**config.mk**
```make
export PLATFORM = sky130hd
export DESIGN_NAME = display_scan_mux
export DESIGN_NICKNAME = d
export VERILOG_FILES = /design/src/rtl/display_scan_mux.sv
export SDC_FILE = /design/constraint.sdc
export NUM_CORES = 1
export LEC_CHECK = 0
export CAP_MARGIN = 10
export CORE_MARGIN = 3
export CORE_UTILIZATION = 42
export DETAILED_ROUTE_END_ITERATION = 12
export GPL_TIMING_DRIVEN = 0
export PLACE_DENSITY = 0.72
export SLEW_MARGIN = 20
export SYNTH_ARGS = -nofsm -noshare
export SYNTH_HDL_FRONTEND = slang
export SYNTH_SLANG_ARGS = --single-unit
```
**constraint.sdc**
```tcl
create_clock -name clk -period 5.32 [get_ports clk]
set_clock_uncertainty 0.1 [all_clocks]
set_input_delay 1.596 -clock clk [delete_from_list [all_inputs] [get_ports clk]]
set_output_delay 1.596 -clock clk [all_outputs]
set_load 0.005 [all_outputs]
```
**src/rtl/display_scan_mux.sv**
```systemverilog
// display_scan_mux: self-timed N-digit 7-segment scan multiplexer with blanking,
// decimal points, PWM brightness, anti-ghosting dead time and a frame pulse.
module display_scan_mux #(
    parameter int NUM_DIG  = 4,
    parameter int SEG_W    = 7,
    parameter int PRESC_W  = 16,
    parameter int BRIGHT_W = 4,
    parameter int DEAD     = 2
) (
    input  logic                       clk,
    input  logic                       rst_n,
    input  logic                       en,
    input  logic [NUM_DIG*SEG_W-1:0]   segs_in,
    input  logic [NUM_DIG-1:0]         dp_mask,
    input  logic [NUM_DIG-1:0]         blank_mask,
    input  logic [BRIGHT_W-1:0]        brilho,
    output logic [SEG_W-1:0]           seg_out,
    output logic [NUM_DIG-1:0]         an_out,
    output logic                       dp_out,
    output logic [$clog2(NUM_DIG)-1:0] digit_idx,
    output logic                       frame_tick
);
    localparam int IW = $clog2(NUM_DIG);

    logic [PRESC_W-1:0]  presc_cnt;
    logic [SEG_W-1:0]    seg_cap;
    logic                dp_cap;
    logic                blank_cap;
    logic [BRIGHT_W-1:0] bright_cap;
    logic                boundary;
    logic                last;
    logic                on;
    logic [IW-1:0]       nxt;

    always_comb begin
        boundary = en && (&presc_cnt);
        last     = digit_idx == IW'(NUM_DIG - 1);
        nxt      = last ? '0 : digit_idx + 1'b1;
        on       = en && !blank_cap && presc_cnt >= PRESC_W'(DEAD)
                   && presc_cnt[PRESC_W-1 -: BRIGHT_W] <= bright_cap;
    end

    // Capture loads the upcoming digit's inputs, so a slot never sees mid-slot changes.
    always_ff @(posedge clk or negedge rst_n) begin
        if (!rst_n) begin
            presc_cnt  <= '0;
            digit_idx  <= '0;
            seg_cap    <= '0;
            dp_cap     <= 1'b0;
            blank_cap  <= 1'b0;
            bright_cap <= '0;
            an_out     <= '1;
            seg_out    <= '0;
            dp_out     <= 1'b0;
            frame_tick <= 1'b0;
        end else begin
            an_out     <= ~(NUM_DIG'(on) << digit_idx);
            seg_out    <= on ? seg_cap : '0;
            dp_out     <= on && dp_cap;
            frame_tick <= boundary && last;
            if (en)
                presc_cnt <= presc_cnt + 1'b1;
            if (boundary) begin
                digit_idx  <= nxt;
                seg_cap    <= segs_in[nxt*SEG_W +: SEG_W];
                dp_cap     <= dp_mask[nxt];
                blank_cap  <= blank_mask[nxt];
                bright_cap <= brilho;
            end
        end
    end
endmodule

```
==> results.py <==
metrics = {
    "sta": {
        "hold_viol": 0,
        "worstMarginPinSlew_ns": 0.6435,
        "setup-violations-final": 0,
        "finalCritPeriodShare_pct": 69.18,
        "slew_headroom_pct": 55.99,
        "fin_crit_ns": 3.680,
        "setup_ws_ns": 1.640,
        "rsz0062_at_grt": "false",
        "fmax_mhz": 271.7,
        "hold-worst-slack_ns": 0.3791,
        "finalSetupTns_ns": 0,
        "slew_viol_final": 0,
    },
    "global_routing": {
        "grt_pass1_vias": 1504,
        "track_usage_pct": 15.51,
        "grt_pass1_wl_um": 7231,
        "antenna_found_initial": 0,
        "grt_overflow": 0,
        "grt_max_degree": 32,
    },
    "logic_synthesis": {
        "synth_cell_types": 31,
        "ys_seq_elements": 44,
        "ys_seq_area_share_pct": 51.67,
        "avgSynthCellArea_um2": 13.55,
        "synth_nets": 208,
        "synth_cells": 158,
        "netlist_area_um2": 2141,
        "yosys_warnings": 0,
    },
    "pwr": {
        "p_per_area_nw_per_um2": 241.9,
        "cellLeakagePower_nw": 1.289,
        "ir_worst_vdd_mv": 0.1213,
        "finalPower_mw": 0.7021,
    },
    "final_layout": {
        "drive_gt1_share_pct": 20.09,
        "area_delta_synth_final_pct": 35.59,
        "final_cells": 291,
        "fin_area_um2": 2903,
        "nNetsFinal": 273,
        "diodes": 0,
        "final_core_util_pct": 60.26,
    },
    "routing": {
        "wl_met3_um": 191,
        "wl_met1_um": 1854,
        "met2WireLength_um": 2053,
        "wl_per_cell_um": 14.51,
        "routed_via_density": 4.979,
        "wirelength_um": 4223,
        "ant_nets": 0,
        "vias": 1449,
        "drtIter0Drc": 91,
        "dr.pass1.iters": 4,
        "drc": 0,
        "top_layer_used": "met4",
    },
    "placement": {
        "dpl.hpwl_um": 3314,
        "place_ws_ns": 1.337,
        "gp_congestion": 0.7598,
        "placed_area_um2": 2810,
        "dpl.cell_count": 283,
        "io_buffer_count": 57,
    },
    "floorplanning": {
        "initial_core_util_pct": 44.44,
        "rows": 25,
        "coreArea_um2": 4817,
        "die_area_um2": 5990,
        "die_x_um": 77.40,
        "fp.dieH_um": 77.40,
        "num_io_pins": 58,
    },
    "clock_tree": {
        "htreeDepth": 2,
        "cts_setup_buffers": 0,
        "clkTransAtPathRegs_ns": 0.08,
        "worstSkewPairLatency_ns": 0.29,
        "cts_resized": 0,
        "cts_buffers": 5,
        "cts_tree": "built",
        "clk_root_buffer_cell": "clkbuf_8",
        "clock_sinks": 44,
        "clock_path_buffers": 2,
        "ctsHoldBuffers": 0,
    },
    "flow_run": {
        "drv_cap": 0,
    },
    "worst_setup_path": {
        "path_class": "primary input to flip-flop",
        "crit_path_end_kind": "flip-flop",
        "crit_arrival_ns": 3.76,
        "cp_data_required_time_ns": 5.40,
        "critical_path.max_fanout": 10,
        "start_kind": "primary input",
    },
    "run_status": {
        "status": "finished, final reports clean",
    },
    "worst_hold_path": {
        "min_path_type": "flip-flop to flip-flop",
    },
}
-- kinds of logic (layout without fill, tap and decap cells) --
kind of cell | after synthesis | after routing | synth area share, %
AO/OA/AOI/OAI | 3 | 3 | 0.8763
XOR/XNOR | 15 | 15 | 6.137
multiplexers | 24 | 24 | 19.11
adder cells (fa/ha/maj) | 7 | 7 | 4.091
AND/OR/NAND/NOR | 54 | 54 | 15.08
buffers and inverters | 11 | 77 | 3.039
flip-flops | 44 | 44 | 51.67
-- layout make-up --
cell class | instances | area, um^2
inverter | 6 | 22.52
fill | 399 | 1914
sequential | 44 | 1106
clock buffer | 6 | 82.58
timing repair buffer | 58 | 585.6
tap | 67 | 83.83
buffer | 5 | 42.54
multi-input combinational | 103 | 969.7
clock inverter | 2 | 10.01
-- final timing paths --
kind / from / endpoint / slack (ns) / depth (start not counted)
max: en / seg_cap[5] / 1.64 / 7
min: seg_cap[6] / seg_out[6] / 0.38 / 1
max reg2reg: presc_cnt[15] / seg_out[3] / 2.95 / 6
min reg2reg: seg_cap[6] / seg_out[6] / 0.38 / 1
max in group asynchronous: rst_n / an_out[2] / 3.48 / 2
min in group asynchronous: rst_n / presc_cnt[14] / 1.10 / 1
-- cell usage after synthesis --
cell type / instances / area share [%]
dfrtp_1: 40 / 47
nand2_1: 11 / 1.9
mux2_4: 10 / 7.0
and2_1: 9 / 2.6
mux4_2: 9 / 9.5
xnor2_1: 8 / 3.3
ha_1: 7 / 4.1
nand4_1: 7 / 2.0
nor4_1: 7 / 2.0
xor2_1: 7 / 2.9
inv_1: 6 / 1.1
mux2_2: 5 / 2.6
dfstp_2: 4 / 4.9
nand3_1: 4 / 0.94
nor2_1: 4 / 0.70
nor3_1: 3 / 0.70
buf_1: 2 / 0.35
nand3b_1: 2 / 0.70
a2111oi_0: 1 / 0.41
a21oi_1: 1 / 0.23
and2_2: 1 / 0.35
and3_2: 1 / 0.35
and4_1: 1 / 0.41
and4_4: 1 / 0.53
buf_12: 1 / 0.94
buf_6: 1 / 0.53
clkbuf_1: 1 / 0.18
nand3_4: 1 / 0.82
nand4b_1: 1 / 0.41
o21ai_0: 1 / 0.23
or4_4: 1 / 0.53
-- layout by cell type, fill, tap and decap left out, types with 2 or more instances in the layout --
master           count
and2_1               9
buf_1                2
buf_12               2
clkbuf_8             6
clkdlybuf4s50_1     56
clkinv_2             2
dfrtp_1             40
dfstp_2              4
ha_1                 7
inv_1                6
mux2_2               5
mux2_4              10
mux4_2               9
nand2_1             11
nand3_1              4
nand3b_1             2
nand4_1              7
nor2_1               4
nor3_1               3
nor4_1               7
xnor2_1              8
xor2_1               7
-- routing by layer --
| metal | up-vias | track usage (%) |
|---|---|---|
| met5 | - | 0 |
| met4 | 0 | 8.897 |
| met3 | 11 | 3.480 |
| met2 | 41 | 23.75 |
| met1 | 693 | 20.29 |
| li1 | 704 | - |
-- where the power goes --
group | total (mW) | switching (mW) | internal [mW]
logic | 0.0982 | 0.0373 | 0.0609
clock network | 0.210 | 0.107 | 0.104
registers | 0.394 | 0.0363 | 0.357
total | 0.702 | 0.180 | 0.522
-- worst max-delay path, stage by stage --
cell	delay (ns)
clkdlybuf4s50_1	0.59
and4_4	0.28
nand3_4	0.12
or4_4	0.57
buf_6	0.16
buf_12	0.15
mux2_4	0.29
-- sequential cells by signal, indices dropped and copies added (netlist names), 2 cells and up --
name,count
presc_cnt,16
seg_cap,7
seg_out,7
an_out,4
bright_cap,4
digit_idx,2
Power figures use the tool's default switching activity.
